### config.mk
export PLATFORM = sky130hd
export DESIGN_NAME = event_counter_bank
export DESIGN_NICKNAME = d
export VERILOG_FILES = /design/src/rtl/event_counter_pkg.sv /design/src/rtl/event_counter_chan.sv /design/src/rtl/event_counter_bank.sv
export SDC_FILE = /design/constraint.sdc
export NUM_CORES = 1
export LEC_CHECK = 0
export ABC_AREA = 1
export CAP_MARGIN = 20
export CORE_MARGIN = 2
export CORE_UTILIZATION = 55
export DETAILED_ROUTE_END_ITERATION = 7
export GPL_ROUTABILITY_DRIVEN = 1
export PLACE_DENSITY_LB_ADDON = 0.05
export SYNTH_ARGS = -nofsm -noshare
export SYNTH_HDL_FRONTEND = slang
export SYNTH_HIERARCHICAL = 1
export SYNTH_SLANG_ARGS = --single-unit
### constraint.sdc
create_clock -name clk_in -period 5.93 [get_ports clk_in]
set_input_delay 0.593 -clock clk_in [delete_from_list [all_inputs] [get_ports clk_in]]
set_output_delay 0.593 -clock clk_in [all_outputs]
set_load 0.05 [all_outputs]
### src/rtl/event_counter_pkg.sv
// Shared types for the event counter bank: counting mode and readout state.
package event_counter_pkg;

   typedef enum logic {CNT_WRAP = 1'b0, CNT_SAT = 1'b1} cnt_mode_e;

   typedef enum logic {RD_IDLE = 1'b0, RD_SEND = 1'b1} rd_state_e;

   // Width of a channel index; a single-channel bank still needs one bit.
   function automatic int idx_width(input int n);
      return (n > 1) ? $clog2(n) : 1;
   endfunction

endpackage

### src/rtl/event_counter_chan.sv
// One counter channel: optional rising-edge qualification, clear, wrap or
// saturate against a shared terminal count, and a registered tc pulse.
module event_counter_chan
   import event_counter_pkg::*;
#(
   parameter int WIDTH    = 16,
   parameter int EVT_EDGE = 0
) (
   input  logic             clk_i,
   input  logic             rst_i,
   input  logic             evt_i,
   input  logic             clr_i,
   input  cnt_mode_e        mode_i,
   input  logic [WIDTH-1:0] max_i,
   output logic [WIDTH-1:0] cnt_o,
   output logic             tc_o
);

   logic [WIDTH-1:0] cnt_q, cnt_d;
   logic             tc_q, tc_d;
   logic             evt_prev_q;
   logic             evt_acc;
   logic [WIDTH-1:0] cnt_inc;

   assign evt_acc = (EVT_EDGE != 0) ? (evt_i & ~evt_prev_q) : evt_i;
   assign cnt_inc = cnt_q + WIDTH'(1);

   // Next count: clear wins over an event; a count at or above max_i
   // (possibly because max_i was lowered) wraps to 0 or clamps to max_i.
   always_comb begin
      cnt_d = cnt_q;
      tc_d  = 1'b0;
      if (clr_i) begin
         cnt_d = '0;
      end else if (evt_acc) begin
         if (cnt_q < max_i) begin
            cnt_d = cnt_inc;
            tc_d  = (mode_i == CNT_SAT) && (cnt_inc == max_i);
         end else begin
            cnt_d = (mode_i == CNT_SAT) ? max_i : '0;
            tc_d  = (mode_i == CNT_WRAP);
         end
      end
   end

   // Count, tc pulse and edge history registers.
   always_ff @(posedge clk_i or posedge rst_i) begin
      if (rst_i) begin
         cnt_q      <= '0;
         tc_q       <= 1'b0;
         evt_prev_q <= 1'b0;
      end else begin
         cnt_q      <= cnt_d;
         tc_q       <= tc_d;
         evt_prev_q <= evt_i;
      end
   end

   assign cnt_o = cnt_q;
   assign tc_o  = tc_q;

endmodule

### src/rtl/event_counter_bank.sv
// N-channel event counter bank with an atomic snapshot of all live counts,
// streamed out one channel per word over a valid/ready port.
//
//  state   | meaning
//  --------+---------------------------------------------------------------
//  RD_IDLE | no readout; snap_in captures all live counts into the shadow
//  RD_SEND | presenting shadow[idx]; advance on each valid&&ready handshake
module event_counter_bank
   import event_counter_pkg::*;
#(
   parameter int N_CHAN   = 4,
   parameter int WIDTH    = 16,
   parameter int EVT_EDGE = 0
) (
   input  logic                            clk_in,
   input  logic                            rst_in,
   input  logic [N_CHAN-1:0]               evt_in,
   input  logic [N_CHAN-1:0]               clr_in,
   input  logic                            mode_in,
   input  logic [WIDTH-1:0]                max_in,
   input  logic                            snap_in,
   output logic [N_CHAN*WIDTH-1:0]         count_out,
   output logic [N_CHAN-1:0]               tc_out,
   output logic                            rd_valid_out,
   input  logic                            rd_ready_in,
   output logic [idx_width(N_CHAN)-1:0]    rd_chan_out,
   output logic [WIDTH-1:0]                rd_data_out,
   output logic                            rd_last_out,
   output logic                            busy_out
);

   localparam int IDX_W = idx_width(N_CHAN);
   localparam logic [IDX_W-1:0] LAST_IDX = IDX_W'(N_CHAN - 1);

   cnt_mode_e          mode_e;
   logic [N_CHAN*WIDTH-1:0] cnt_w;
   logic [WIDTH-1:0]   shadow_q [N_CHAN];
   rd_state_e          state_q, state_d;
   logic [IDX_W-1:0]   idx_q, idx_d;
   logic               snap_load;

   assign mode_e = cnt_mode_e'(mode_in);

   for (genvar i = 0; i < N_CHAN; i++) begin : g_chan
      event_counter_chan #(
         .WIDTH    (WIDTH),
         .EVT_EDGE (EVT_EDGE)
      ) u_chan (
         .clk_i  (clk_in),
         .rst_i  (rst_in),
         .evt_i  (evt_in[i]),
         .clr_i  (clr_in[i]),
         .mode_i (mode_e),
         .max_i  (max_in),
         .cnt_o  (cnt_w[i*WIDTH +: WIDTH]),
         .tc_o   (tc_out[i])
      );
   end

   // Readout next state: snapshots are only taken from idle, so a request
   // during a stream is dropped rather than queued.
   always_comb begin
      state_d   = state_q;
      idx_d     = idx_q;
      snap_load = 1'b0;
      case (state_q)
         RD_IDLE: begin
            if (snap_in) begin
               snap_load = 1'b1;
               state_d   = RD_SEND;
               idx_d     = '0;
            end
         end
         RD_SEND: begin
            if (rd_ready_in) begin
               if (idx_q == LAST_IDX) begin
                  state_d = RD_IDLE;
                  idx_d   = '0;
               end else begin
                  idx_d = idx_q + IDX_W'(1);
               end
            end
         end
         default: begin
            state_d = RD_IDLE;
            idx_d   = '0;
         end
      endcase
   end

   // Readout state and word index registers.
   always_ff @(posedge clk_in or posedge rst_in) begin
      if (rst_in) begin
         state_q <= RD_IDLE;
         idx_q   <= '0;
      end else begin
         state_q <= state_d;
         idx_q   <= idx_d;
      end
   end

   // Shadow capture of the counts held this cycle, i.e. before this edge's
   // clear or increment lands.
   always_ff @(posedge clk_in or posedge rst_in) begin
      if (rst_in) begin
         for (int i = 0; i < N_CHAN; i++) shadow_q[i] <= '0;
      end else if (snap_load) begin
         for (int i = 0; i < N_CHAN; i++) shadow_q[i] <= cnt_w[i*WIDTH +: WIDTH];
      end
   end

   assign count_out    = cnt_w;
   assign rd_valid_out = (state_q == RD_SEND);
   assign busy_out     = (state_q == RD_SEND);
   assign rd_chan_out  = idx_q;
   assign rd_data_out  = shadow_q[idx_q];
   assign rd_last_out  = (state_q == RD_SEND) && (idx_q == LAST_IDX);

endmodule

==> flow_summary.toml, run 1 <==
[worst_setup_path]
crit_path_end_kind = "primary output"
rr_worst_depth = 13
critPathLaunchType = "flop"
worstPathMaxFanout = 52
cp_data_required_time_ns = 5.34
r2r_setup_slack_ns = 3.19
r2r-end = "g_chan[3].u_chan/cnt_o[11]"
rr_startpoint = "g_chan[3].u_chan/cnt_o[0]"
cpPeakStageDelay_ns = 0.81
worst_ep_arrival_time_ns = 3.00
crit_chain = "buf_4 > clkinv_1 > nand2_1 > nand3_1 > nand2_1 > clkdlybuf4s50_1"
cp_common_cell = "nand2_1"
crit_type = "reg -> out"
cp_slowest_cell = "clkdlybuf4s50_1"

[logic_synthesis]
syn_area_per_cell_sq_um = 6.63
ys_ff_latch = 135
yosysSeqAreaShare_pct = 30.0
synth.distinct_cells = 35
async_flop_share_pct = 100
synth_edf_count = 0
netlist_area_sq_um = 11300
ys.flop_type = "dfrtp_1"
yosys_warnings = 6
syn_inst = 1697
syn_nets = 1795

[global_routing]
grt_pass1_vias = 10516
grt_pass1_wl_microns = 56700
grt_use_total_pct = 33.6
overflow = 0
grt_max_degree = 77
grt_antenna_before_repair = 0

[die]
coreArea_sq_um = 20200
die_h_microns = 147
die_w_microns = 147
std_cell_rows = 52
initial_utilization_pct = 55.8
design.die.area_sq_um = 21600
num_io_pins = 118

[cells_and_area]
multi_input_area_sq_um = 6750
drive_gt1_share_pct = 9.17
fin_nets = 1895
layout.cells.non_filler = 2080
finalInstanceArea_sq_um = 13200
diodes = 0
syn_to_final_growth_pct = 17.3
regArea_sq_um = 3380
post-route-util_pct = 65.4
n_fill_cell = 1887

[power_and_ir_drop]
p_sw_mw = 3.05
clkPwrFrac_pct = 18.3
powerDensity_nw_per_um2 = 462
leakagePower_nw = 7.31
p_comb_share_pct = 53.7
p_seq_share_pct = 28.0
internal-power_mw = 3.04
ir_drop_mv = 0.305
switching_share_pct = 50.1

[timing]
setup_tns_ns = 0
rsz0062_at_grt = "no"
fmax_mhz = 278
slew_headroom_pct = 44.0
setup_viol = 0
clock_skew_ns = 0.0104
tightest_slew_ns = 0.839
drv_slew = 0
hold_viol = 0
fin_crit_ns = 3.60
fin_crit_sh_pct = 60.7

[clock_tree]
clk_pin_slew_ns = 0.06
clockRootBuffer = "clkbuf_16"
ctsHoldBuffers = 0
cts_resized = 0
tritoncts = "yes"
cts_max_path_buffers = 2
post_cts_buffers = 0
numCtsBuffers = 17
cts.sinks = 135
cts_max_level = 4
clk-insertion-delay-late_ns = 0.43

[drt]
post_drt_wl_per_cell_microns = 17.2
viasPerCell = 5.58
drc = 0
vias = 11616
firstDrtPassIters = 6
ant_nets = 0
wl_microns = 35700
dr.first_iter.drc_count = 1041

[job]
cap_viol_max_count = 0

[place]
dp.final_hpwl_microns = 25300
port_buffers = 117
gp_congestion = 0.934
dpl-instance-area_sq_um = 12600
dp_cells = 2048

[min_path]
holdPathStages = 2
hold_path_class = "reg -> reg"
min_from = "shadow_q[52]"
hold-path-endpoint = "shadow_q[52]"

[outcome]
status = "complete, no violations"
[cell usage in the layout, fill, tap and decap left out, drive strengths merged]
master	n
or2	16
bufinv	3
inv	221
nor2	146
clkinvlp	3
xor3	4
clkdlybuf4s50	117
a211oi	4
clkinv	10
o211ai	4
nand2	556
nand4	44
a31oi	1
a21oi	88
nand3	247
nor3	8
nand3b	4
dfrtp	135
o21bai	12
ha	69
o21ai	80
xor2	4
buf	13
clkbuf	21
[through the flow]
step | setup WS [ns] | power (mW) | hold WS [ns]
2_1_floorplan | 3.64 | 3.95 | 0.434
3_3_place_gp | 2.10 | 4.92 | 0.446
3_5_place_dp | 2.07 | 4.96 | 0.450
4_1_cts | 2.36 | 6.08 | 0.465
5_1_grt | 2.13 | 6.50 | 0.483
6_report | 2.33 | 6.10 | 0.463
[layout make-up]
type	count	area share, %
Sequential cell	135	25.6
Clock inverter	11	1.13
Timing Repair Buffer	130	9.64
Tap cell	270	2.56
Multi-Input combinational cell	1287	51.2
Inverter	226	6.43
Clock buffer	21	3.49
[critical path: cells and delay by family (launching register included)]
family                 cells  cell delay [ns]
AND/OR/NAND/NOR            3             0.50
buffers and inverters      3             1.74
flip-flops                 1             0.32
[layer usage]
| metal | GRT usage, % | part of all wire (%) |
|---|---|---|
| met3 | 4.72 | 8.2 |
| met2 | 53.5 | 46 |
| met1 | 47.7 | 44 |
| met5 | 0 | 0 |
| met4 | 10.6 | 2.6 |
[registers in the layout (all words and copies together) (netlist names)]
register and flops:
g_chan.u_chan/tc_o 4, g_chan.u_chan/cnt_o 64, shadow_q 64, busy_out 1
rd_chan_out 2
[how the worst max path moves through the flow]
stage | from | endpoint | slack [ns] | cells past startpoint
final | rd_chan_out[0] | rd_data_out[6] | 2.33 | 6
after global routing | rd_chan_out[0] | rd_data_out[4] | 2.13 | 6
after detailed placement | max_in[15] | g_chan[0].u_chan/cnt_o[4] | 2.07 | 13
after floorplan | rd_chan_out[0] | rd_data_out[0] | 3.64 | 5
after CTS | rd_chan_out[0] | rd_data_out[7] | 2.36 | 6
after global placement | max_in[15] | g_chan[0].u_chan/cnt_o[4] | 2.10 | 13
[cells in the mapped netlist (4+ instances only)]
cell type | number | area share [%]
a211oi_1 | 4 | 0.27
nand2_2 | 28 | 1.6
buf_2 | 18 | 0.80
dfrtp_1 | 135 | 30
o21ai_1 | 4 | 0.18
o211ai_1 | 4 | 0.27
buf_6 | 6 | 0.60
a21oi_1 | 60 | 2.7
o21ai_0 | 76 | 3.4
a21oi_2 | 28 | 2.2
nand2_4 | 9 | 0.90
o21bai_2 | 4 | 0.40
nor2_2 | 16 | 0.89
nand3b_1 | 4 | 0.27
nand4_1 | 44 | 2.4
inv_2 | 5 | 0.17
nor2_1 | 118 | 3.9
ha_1 | 69 | 7.7
inv_1 | 216 | 7.2
xor3_1 | 4 | 0.85
buf_4 | 6 | 0.40
nand3_2 | 4 | 0.36
nand3_1 | 243 | 11
clkinv_1 | 5 | 0.17
nand2_1 | 519 | 17
or2_2 | 16 | 0.89
xor2_1 | 4 | 0.31
nor2_4 | 8 | 0.80
nor3_1 | 8 | 0.36
nor2_8 | 4 | 0.71
clkbuf_1 | 17 | 0.57
o21bai_1 | 8 | 0.53
[cell families (layout without fill, tap and decap cells)]
kind of cell,after synthesis,in the layout,share of synthesized area [%]
simple gates,1021,1021,41.2
buf+inv,275,388,9.99
fa+ha+maj,69,69,7.67
flops,135,135,30.0
xor+xnor,8,8,1.16
compound gates,189,189,9.93
[power by group through the flow]
stage | clock (mW) | sequential, mW | combinational [mW]
finish | 1.11 | 1.71 | 3.27
floorplan | 0 | 2.01 | 1.95
detailed placement | 0 | 1.71 | 3.25
CTS | 1.13 | 1.69 | 3.27
global placement | 0 | 1.71 | 3.21
global route | 1.17 | 1.76 | 3.58
(Power assumes the default switching activity.)
==> run 2, diff against run 1 <==
==> constraint.sdc (replaced) <==
create_clock -name clk_in -period 3.76 [get_ports clk_in]
set_input_delay 0.376 -clock clk_in [delete_from_list [all_inputs] [get_ports clk_in]]
set_output_delay 0.376 -clock clk_in [all_outputs]
set_load 0.05 [all_outputs]
==> run 2 against run 1 <==
  * Clock-buffer cell count is 1 lower
  * Sequential cell count is the same
  * Worst setup slack got worse by 1.5 ns
  * Utilization increased by 0.90 points
  * Sequential share of layout area shrank 0.35 points
  * Register-to-register slack worse by 1.9 ns
  * Via count is essentially flat
  * Critical endpoint is now g_chan[0].u_chan/cnt_o[4]
==> flow_summary.toml, run 2 (synthesized netlist as in run 1, its figures left out) <==
[outcome]
status = "complete, no violations"

[timing]
clock_skew_ns = 0.00977
fmax_mhz = 340
rsz0062_at_grt = "no"
setup_tns_ns = 0
drv_slew = 0
fin_crit_ns = 2.94
hold_viol = 0
setup_viol = 0
hold-worst-slack_ns = 0.462
fin_crit_sh_pct = 78.1
slew_headroom_pct = 48.2
tightest_slew_ns = 0.775

[cells_and_area]
finalInstanceArea_sq_um = 13400
layout.cells.non_filler = 2102
diodes = 0
drive_gt1_share_pct = 11.1
syn_to_final_growth_pct = 18.9
final_common_cell = "nand2_1"
layout_common_cells = "519 x nand2_1, 243 x nand3_1, 215 x inv_1"
fin_nets = 1918

[die]
num_io_pins = 118
initial_utilization_pct = 55.8
design.die.area_sq_um = 21600
die_h_microns = 147
die_w_microns = 147
coreArea_sq_um = 20200
std_cell_rows = 52

[place]
dp_cells = 2071
port_buffers = 117
dp.final_hpwl_microns = 26400
gp_congestion = 0.958
dpl-instance-area_sq_um = 12700

[global_routing]
overflow = 0
grt_pass1_wl_microns = 57500
grt_antenna_before_repair = 0
grt_max_degree = 66
grt_pass1_vias = 10788
grt_use_total_pct = 33.9

[clock_tree]
cts_max_level = 4
clockRootBuffer = "clkbuf_16"
cts_resized = 0
ctsHoldBuffers = 0
clk-insertion-delay-late_ns = 0.42
clk_pin_slew_ns = 0.06
cts_max_path_buffers = 2
post_cts_buffers = 0
tritoncts = "yes"
cts.sinks = 135
numCtsBuffers = 17

[drt]
wl_microns = 36300
viasPerCell = 5.53
drc = 0
firstDrtPassIters = 6
ant_nets = 0
dr.first_iter.drc_count = 1029
post_drt_wl_per_cell_microns = 17.3
vias = 11621

[worst_setup_path]
rr_worst_depth = 9
critPathLaunchType = "input port"
cp_data_required_time_ns = 4.13
crit_path_end_kind = "flop"
worstPathMaxFanout = 10
endpoint = "g_chan[0].u_chan/cnt_o[4]"
critPathLaunch = "max_in[14]"
r2r_setup_slack_ns = 1.31
r2r-end = "g_chan[0].u_chan/cnt_o[4]"
worst_ep_arrival_time_ns = 3.30
crit_type = "in -> reg"
rr_startpoint = "g_chan[0].u_chan/cnt_o[11]"

[power_and_ir_drop]
powerDensity_nw_per_um2 = 727
power_mw = 9.73
ir_drop_mv = 0.495
leakagePower_nw = 7.46

[min_path]
hold_path_class = "reg -> reg"

[job]
cap_viol_max_count = 0
## run 2: per-layer routing
metal | vias to the layer above | share of wire (%) | GRT usage, %
met4 | 0 | 3.6 | 13.6
met1 | 5314 | 43 | 46.4
met3 | 79 | 8.1 | 5.40
met2 | 481 | 45 | 54.3
li1 | 5747 | - | -
met5 | - | 0 | 0
## run 2: metrics by stage
step | setup WS, ns | utilization, %
2_1_floorplan | 1.58 | -
3_3_place_gp | 0.554 | 63.1
3_5_place_dp | 0.483 | 63.1
4_1_cts | 0.895 | 66.3
5_1_grt | 0.713 | 66.3
6_report | 0.823 | 66.3
## run 2: power by group
part           internal, mW  total [mW]  switching (mW)
Sequential             1.99        2.70           0.712
Clock                  1.19        1.87           0.674
Combinational          1.71        5.16            3.45
Total                  4.90        9.73            4.83
## run 2: worst min path at each step
| stage | slack, ns | cells after the start | from | end |
|---|---|---|---|---|
| 3_5_place_dp | 0.45 | 2 | shadow_q[53] | shadow_q[53] |
| 3_3_place_gp | 0.44 | 2 | shadow_q[60] | shadow_q[60] |
| 6_report | 0.46 | 2 | shadow_q[52] | shadow_q[52] |
| 4_1_cts | 0.47 | 2 | shadow_q[58] | shadow_q[58] |
| 2_1_floorplan | 0.30 | 1 | rst_in | g_chan[0].u_chan/cnt_o[0] |
| 5_1_grt | 0.48 | 2 | shadow_q[60] | shadow_q[60] |
## run 2: critical path, stage by stage
cell and delay (ns):
clkdlybuf4s50_1 0.89, inv_1 0.18, ha_1 0.32, nand2_1 0.06, inv_1 0.05, nand3_1 0.08
nor3_1 0.28, nand2_1 0.28, nand2_2 0.13, clkinv_1 0.33, nand2_1 0.18, nand3_1 0.08
nand2_1 0.06
## run 2: area by class of cell
class | instances | area [sq um]
clock inverter | 11 | 199
clock buffer | 20 | 447
timing repair buffer | 153 | 1420
tap | 270 | 338
inverter | 226 | 848
multi-input combinational | 1287 | 6750
fill | 1828 | 6790
sequential | 135 | 3380
==> run 3, diff against run 2 <==
--- a/config.mk
+++ b/config.mk
@@ -8,7 +8,7 @@
 export ABC_AREA = 1
 export CAP_MARGIN = 20
 export CORE_MARGIN = 2
-export CORE_UTILIZATION = 55
+export CORE_UTILIZATION = 53
 export DETAILED_ROUTE_END_ITERATION = 7
 export GPL_ROUTABILITY_DRIVEN = 1
 export PLACE_DENSITY_LB_ADDON = 0.05
==> constraint.sdc (replaced) <==
create_clock -name clk_in -period 2.41 [get_ports clk_in]
set_input_delay 0.241 -clock clk_in [delete_from_list [all_inputs] [get_ports clk_in]]
set_output_delay 0.241 -clock clk_in [all_outputs]
set_load 0.05 [all_outputs]
==> run 3 against run 2 <==
  * Non-clock buffer count grew 88
  * First-iteration DRC count shrank 5.8%
  * Register-to-register slack got worse by 0.99 ns
  * Die area grew 3.7%
  * Clock skew is 0.0028 ns higher
  * Critical endpoint is now g_chan[0].u_chan/cnt_o[9]
==> flow_summary.toml, run 3 (synthesized netlist as in run 1, its figures left out) <==
[clock_tree]
clockRootBuffer = "clkbuf_16"
clk_pin_slew_ns = 0.06
cts.sinks = 135
tritoncts = "yes"
numCtsBuffers = 17
cts_max_level = 4
cts_max_path_buffers = 2
clk-insertion-delay-late_ns = 0.43
ctsHoldBuffers = 0

[global_routing]
grt_use_total_pct = 34.8
grt_max_degree = 65
grt_pass1_wl_microns = 60000
grt_antenna_before_repair = 1
grt_pass1_vias = 11228
overflow = 0

[cells_and_area]
drive_gt1_share_pct = 15.2
diodes = 0
fin_nets = 2006
final_common_cell = "nand2_1"
syn_to_final_growth_pct = 27.8
layout_common_cells = "519 x nand2_1, 243 x nand3_1, 215 x inv_1"
layout.cells.non_filler = 2192

[timing]
hold_viol = 0
fmax_mhz = 451
slew_headroom_pct = 47.9
drv_slew = 0
tightest_slew_ns = 0.781
setup_viol = 0
fin_crit_sh_pct = 92.1
setup_tns_ns = 0
fin_crit_ns = 2.22
clock_skew_ns = 0.0126
rsz0062_at_grt = "no"

[drt]
firstDrtPassIters = 6
wl_microns = 38400
post_drt_wl_per_cell_microns = 17.5
ant_nets = 0
vias = 12042
dr.first_iter.drc_count = 969
drc = 0
viasPerCell = 5.49

[die]
coreArea_sq_um = 21000
num_io_pins = 118
std_cell_rows = 53
die_w_microns = 150
design.die.area_sq_um = 22400
die_h_microns = 150
initial_utilization_pct = 53.7

[power_and_ir_drop]
p_comb_share_pct = 59.2
p_sw_mw = 7.75
clkPwrFrac_pct = 16.1
p_seq_share_pct = 24.7
powerDensity_nw_per_um2 = 1120
switching_share_pct = 48.1
internal-power_mw = 8.35
leakagePower_nw = 8.01
ir_drop_mv = 0.636

[job]
cap_viol_max_count = 0

[worst_setup_path]
cp_data_required_time_ns = 2.72
crit_chain = "clkdlybuf4s50_1 > inv_1 > ha_1 > nand2_1 > o21ai_1 > nand4_1 > nand2_1 > nand2_1 > nand2_2 > buf_4 > o21ai_0 > nand3_1 > nand2_1"
worstPathMaxFanout = 8
cp_common_cell = "nand2_1"
crit_path_end_kind = "flop"
cp_slowest_cell = "clkdlybuf4s50_1"
critPathLaunchType = "input port"
crit_type = "in -> reg"
rr_worst_depth = 13
cpPeakStageDelay_ns = 0.74
worst_ep_arrival_time_ns = 2.53

[place]
dp_cells = 2164
gp_congestion = 0.932
dp.final_hpwl_microns = 28000
port_buffers = 117

[outcome]
status = "complete, no violations"

[min_path]
hold_path_class = "in -> async"
## run 3: power groups by stage
stage               clock (mW)  combinational (mW)  sequential (mW)
finish                    2.59                9.53             3.98
global route              2.72                10.3             4.08
CTS                       2.61                9.49             3.95
detailed placement           0                9.45             3.97
global placement             0                9.32             3.96
floorplan                    0                4.79             4.94
## run 3: worst paths after layout
path	slack (ns)	endpoint	from
worst min-delay path	0.28	shadow_q[26]	rst_in
worst max register to register	0.32	g_chan[0].u_chan/cnt_o[9]	g_chan[0].u_chan/cnt_o[0]
min in group clk_in	0.46	shadow_q[63]	shadow_q[63]
max in group asynchronous	1.35	g_chan[1].u_chan/cnt_o[8]	rst_in
worst max-delay path	0.19	g_chan[0].u_chan/cnt_o[9]	max_in[2]
worst min register to register	0.46	shadow_q[63]	shadow_q[63]
## run 3: stage by stage
| stage | hold WS [ns] | power, mW | utilization, % | cell area [sq um] | worst slack, ns |
|---|---|---|---|---|---|
| CTS | 0.250 | 16.1 | 68.6 | 14400 | 0.199 |
| global placement | 0.446 | 13.3 | 65.9 | 13800 | -0.203 |
| detailed placement | 0.450 | 13.4 | 65.9 | 13800 | -0.231 |
| floorplan | 0.167 | 9.73 | - | 11300 | 0.229 |
| finish | 0.282 | 16.1 | 68.6 | 14400 | 0.191 |
| global route | 0.253 | 17.1 | 68.6 | 14400 | 0.0261 |
## run 3: worst max-delay path: cells and delay by family
family	cells	cell delay, ns
buf+inv	3	1.03
simple gates	7	0.62
fa+ha+maj	1	0.30
compound gates	2	0.34
## run 3: per-layer routing
| metal | wire length [microns] | GRT usage [%] |
|---|---|---|
| met2 | 17600 | 55.5 |
| met4 | 1130 | 12.3 |
| met5 | 0 | 0 |
| met1 | 16500 | 47.5 |
| met3 | 3210 | 6.31 |
## run 3: final cells by class
cell class	count	area (sq um)
Timing Repair Buffer	241	2490
Inverter	226	850
Multi-Input combinational cell	1287	6750
Clock inverter	4	70.1
Fill cell	1850	6580
Tap cell	275	344
Clock buffer	24	492
Sequential cell	135	3380
## run 3: repair_timing
item,CTS,global route
setup buffers,0,0
gates resized for setup,1,0
endpoints found under the setup margin,1,0
==> edit 1 (flow settings as in run 3) <==
`WIDTH` is set to 16 in 2 places; all go to 24.
--- a/src/rtl/event_counter_chan.sv
+++ b/src/rtl/event_counter_chan.sv
@@ -3,7 +3,7 @@
 module event_counter_chan
    import event_counter_pkg::*;
 #(
-   parameter int WIDTH    = 16,
+   parameter int WIDTH    = 24,
    parameter int EVT_EDGE = 0
 ) (
    input  logic             clk_i,
--- a/src/rtl/event_counter_bank.sv
+++ b/src/rtl/event_counter_bank.sv
@@ -9,7 +9,7 @@
    import event_counter_pkg::*;
 #(
    parameter int N_CHAN   = 4,
-   parameter int WIDTH    = 16,
+   parameter int WIDTH    = 24,
    parameter int EVT_EDGE = 0
 ) (
    input  logic                            clk_in,
Interface: changed (resized count_out, max_in and rd_data_out); port bits go from 118 to 166. No check against the original RTL was run, so the function may have changed too.
==> edit 1 against run 3 <==
Setup slack worse by 100 ps; wire length up 61%; cell area up 52%; total power down 8.2%; synthesized area up 47%; sequential cell count up 64; critical path depth down 1; core utilization up 2.8 points; largest cell class unchanged; highest routed layer unchanged.
==> edit 1: results (changes against run 3) <==
[placement]
portBuffers=165  ; was 117
place_area_mm2=0.02108  ; was 0.01382 mm^2
place_hpwl_mm=47.00  ; was 28.05 mm
dp_slack_ps=-525.7  ; was -231.0 ps
gp_congestion=0.9947  ; was 0.9316

[logic_synthesis]
yosys-top-cells-count=nand2_1, nor2_1, inv_1  ; was nand2_1, nand3_1, inv_1
synth_area_leaders=dfrtp_1, nand2_1, nand3_1  ; unchanged
seq_area_frac_synth_pct=30.20  ; was 30.02%
syn_nets=2717  ; was 1795

[detailed_routing]
wl_met2_mm=26.46  ; was 17.61 mm
post_drt_wl_per_cell_um=18.25  ; was 17.52 um
drt-met1-wl_mm=25.38  ; was 16.45 mm
wl_met3_mm=6.489  ; was 3.206 mm
route.vias.total=19040  ; was 12040

[worst_hold_path]
min_path_type=in -> reg  ; was in -> async

[grt]
grt_use_met3_pct=7.801  ; was 6.311%
grt.total_usage_pct=37.68  ; was 34.76%
antenna_found_initial=0  ; was 1
grt_use_met1_pct=50.81  ; was 47.46%
grt_pass1_wl_mm=96.26  ; was 60.01 mm

[final_layout]
nets=3118  ; was 2006
fill_cells=2641  ; was 1850

[timing]
timing.fmax_mhz=430.5  ; was 450.6 MHz

[worst_setup_path]
rr_worst_depth=9  ; was 13
crit_path_max_fanout=12  ; was 8
cp-endpoint=g_chan[1].u_chan/cnt_o[14]  ; was g_chan[0].u_chan/cnt_o[9]

[pwr]
ir_worst_vdd_v=0.001719  ; was 0.0006364 V

[clocking]
clk_pin_slew_ps=80  ; was 60 ps

[status]
status=completed  ; unchanged

[edit 1: cell count changes after synthesis, sizes merged, moves of 50 or more]
cell and change:
o21ai +52, nor2 +242, dfrtp +64, nand2 +282, a21oi +50, inv +106
[edit 1: power by group]
part	switching (W)	total (W)	internal [W]
logic	0.00456	0.00744	0.00288
clock network	0.00153	0.00300	0.00148
registers	0.000266	0.00435	0.00408
total	0.00635	0.0148	0.00844
[edit 1: final cells by class]
| class | count | share of cell area (%) |
|---|---|---|
| sequential | 199 | 22.82 |
| multi-input combinational | 1977 | 45.74 |
| clock inverter | 15 | 0.7044 |
| tap | 396 | 2.268 |
| inverter | 328 | 5.721 |
| clock buffer | 17 | 1.947 |
| timing repair buffer | 457 | 20.80 |
[edit 1: what timing repair did]
item | CTS | global route
setup buffers | 2 | 1
pin swaps | 1 | 7
resized for setup | 5 | 71
setup endpoints to repair | 20 | 117
[edit 1: cells by family (layout without fill, tap and decap cells)]
logic type               after synthesis  count (layout)  share of synthesized area, %
AO/OA/AOI/OAI                        299             299                         9.917
flip-flops                           199             199                         30.20
AND/OR/NAND/NOR                     1549            1549                         40.08
adder cells (fa/ha/maj)              101             101                         7.663
XOR/XNOR                              28              28                         2.155
buffers and inverters                403             817                         9.992
[edit 1: worst max-delay path, stage by stage]
cell and delay [ps]:
clkdlybuf4s50_1 510, buf_12 170, inv_1 70, ha_1 280
nand2_1 100, o21ai_1 380, o21ai_0 170, nand2_1 170
buf_4 240, nor2_1 60, o21ai_0 170, nand2_1 80
[edit 1: per-stage QoR]
stage               utilization, %  hold slack, ps  cells  setup TNS, ps
floorplan                        -           268.3   2579              0
global placement             68.92           450.0   3355         -36600
detailed placement           68.92           450.4   3355         -40230
CTS                          70.91           406.2   3389              0
global route                 71.43           417.4   3389         -229.4
finish                       71.43           407.8   3389              0
==> edit 2 (flow settings as in run 3) <==
Made on the original files. Reset style: synchronous (`rst_i` and `rst_in`), changed in 3 clocked blocks.
--- a/src/rtl/event_counter_chan.sv
+++ b/src/rtl/event_counter_chan.sv
@@ -44,7 +44,7 @@
    end
 
    // Count, tc pulse and edge history registers.
-   always_ff @(posedge clk_i or posedge rst_i) begin
+   always_ff @(posedge clk_i) begin
       if (rst_i) begin
          cnt_q      <= '0;
          tc_q       <= 1'b0;
--- a/src/rtl/event_counter_bank.sv
+++ b/src/rtl/event_counter_bank.sv
@@ -89,7 +89,7 @@
    end
 
    // Readout state and word index registers.
-   always_ff @(posedge clk_in or posedge rst_in) begin
+   always_ff @(posedge clk_in) begin
       if (rst_in) begin
          state_q <= RD_IDLE;
          idx_q   <= '0;
@@ -101,7 +101,7 @@
 
    // Shadow capture of the counts held this cycle, i.e. before this edge's
    // clear or increment lands.
-   always_ff @(posedge clk_in or posedge rst_in) begin
+   always_ff @(posedge clk_in) begin
       if (rst_in) begin
          for (int i = 0; i < N_CHAN; i++) shadow_q[i] <= '0;
       end else if (snap_load) begin
Function: differs if rst_in is asserted again (counterexample within 4 cycles, from zero or initial values and one cycle with rst_in high); with rst_in held inactive, the same outputs for 4 cycles.
==> edit 2 against run 3 <==
Wire length fell by 3.9%; sequential cell count increased by 2; setup slack gained 13 ps; cell area is 1.1% higher; first-iteration DRC count grew 11%; synthesized area is 0.98% lower; maximum frequency is 0.61% higher; worst hold slack improved by 160 ps.
Power is not compared: it rests on default switching activity, and its combinational part moved more than twofold at a synthesized area within 25%.
==> edit 2: results (changes against run 3) <==
[logic_synthesis]
synth_compound_area_share_pct=12.26  ; was 9.930%
synth_xor_area_share_pct=0  ; was 1.156%
synth_cell_types=29  ; was 35
seq_area_frac_synth_pct=30.36  ; was 30.02%
synth_warnings=6  ; unchanged
synthAdderAreaFrac_pct=7.748  ; was 7.673%
async_flop_share_pct=0  ; was 100.0%
synth_edf_count=64  ; was 0
yosys-top-cells-count=nand2_1, inv_1, nand3_1  ; was nand2_1, nand3_1, inv_1
synth_area_leaders=edfxtp_1, nand2_1, dfxtp_1  ; was dfrtp_1, nand2_1, nand3_1
postSynthCellCount=1720  ; was 1697
ys.flop_type=dfxtp_1  ; was dfrtp_1
syn_nets=1818  ; was 1795

[detailed_routing]
post_drt_wl_per_cell_um=16.33  ; was 17.52 um
drt-pass1-iter-count=8  ; was 6
first_iter_violations=1075  ; was 969
route.vias.total=12380  ; was 12040

[worst_setup_path]
crit_family=buffers and inverters  ; unchanged
crit_path_max_fanout=11  ; was 8
critPathMaxStageDelay_ps=900  ; was 740 ps

[placement]
dp.cells=2226  ; was 2164
gp_congestion=0.9347  ; was 0.9316
place_hpwl_mm=27.32  ; was 28.05 mm
portBuffers=117  ; unchanged
place_area_mm2=0.01398  ; was 0.01382 mm^2

[clocking]
ctsResizeCount=0  ; was 1
cts_max_level=4  ; unchanged

[grt]
grt_use_met1_pct=46.08  ; was 47.46%
antenna_found_initial=0  ; was 1
grt_pass1_wl_mm=57.46  ; was 60.01 mm
grt.total_usage_pct=33.46  ; was 34.76%
grt_max_degree=65  ; unchanged
grt_use_met3_pct=4.526  ; was 6.311%
grt_pass1_vias=11240  ; was 11230
use_met2_pct=52.86  ; was 55.53%

[timing]
worstMarginPinSlew_ps=596.7  ; was 781.1 ps
final.setup_skew_ps=9.989  ; was 12.55 ps

[status]
status=completed  ; unchanged

[final_layout]
drive_gt1_share_pct=16.34  ; was 15.18%
fill_cells=1897  ; was 1850
nets=2068  ; was 2006
stdcell_count=2258  ; was 2192

[pwr]
ir_worst_vdd_v=0.0005406

[worst_hold_path]
min_path_type=in -> reg  ; was in -> async

## edit 2: cell count changes in the layout (fill, tap and decap cells not counted), moves of 29 or more
cell	run 3	this run
nand3_1	243	210
edfxtp_1	0	64
inv_1	215	268
dfrtp_1	135	0
dfxtp_1	0	72
nand4_1	44	12
a21oi_1	60	115
buf_4	107	149
nor2_2	16	68
nand2_1	519	490
## edit 2: logic make-up (layout without fill, tap and decap cells)
kind of cell / after synthesis / count (layout)
AOI/OAI and AO/OA: 252 / 252
adders and majority gates: 69 / 69
buffers and inverters: 335 / 598
DFF: 137 / 137
and+or+nand+nor: 927 / 927
## edit 2: path summary, 6_finish.rpt
path | startpoint | endpoint | slack, ps | depth (start not counted)
worst max-delay path | g_chan[3].u_chan/cnt_o[4] | count_out[52] | 200 | 1
worst min-delay path | clr_in[1] | g_chan[1].u_chan/tc_o | 440 | 4
worst max register to register | g_chan[2].u_chan/cnt_o[0] | g_chan[2].u_chan/cnt_o[10] | 250 | 14
worst min register to register | g_chan[2].u_chan/cnt_o[7] | g_chan[2].u_chan/cnt_o[7] | 520 | 2
## edit 2: per-layer routing
metal | vias up | part of all wire [%]
met5 | - | 0
met4 | 0 | 3.2
met3 | 73 | 9.4
met2 | 583 | 45
met1 | 5655 | 42
li1 | 6069 | -
## edit 2: metrics by stage
step	setup WS [ps]	util (%)
after floorplan	268.7	-
after global placement	-128.4	67.14
after detailed placement	-189.6	67.14
after CTS	214.9	69.85
after global routing	41.07	69.85
final	204.0	69.85
## edit 2: power by group through the flow
stage | Combinational [W] | Sequential [W] | Clock [W]
floorplan | 0.000486 | 0.00259 | 0
global placement | 0.00105 | 0.00258 | 0
detailed placement | 0.00106 | 0.00258 | 0
CTS | 0.00107 | 0.00253 | 0.00261
global route | 0.00115 | 0.00253 | 0.00272
finish | 0.00108 | 0.00253 | 0.00260
## edit 2: final cells by class
| class | count | area [um^2] | share of cell area [%] |
|---|---|---|---|
| clock inverters | 13 | 130.1 | 0.8947 |
| well taps | 275 | 344.1 | 2.366 |
| repair buffers | 284 | 2810 | 19.32 |
| multi-input cells | 1248 | 6384 | 43.89 |
| inverters | 282 | 1059 | 7.278 |
| clock buffers | 19 | 432.9 | 2.977 |
| flip-flops and latches | 137 | 3385 | 23.27 |
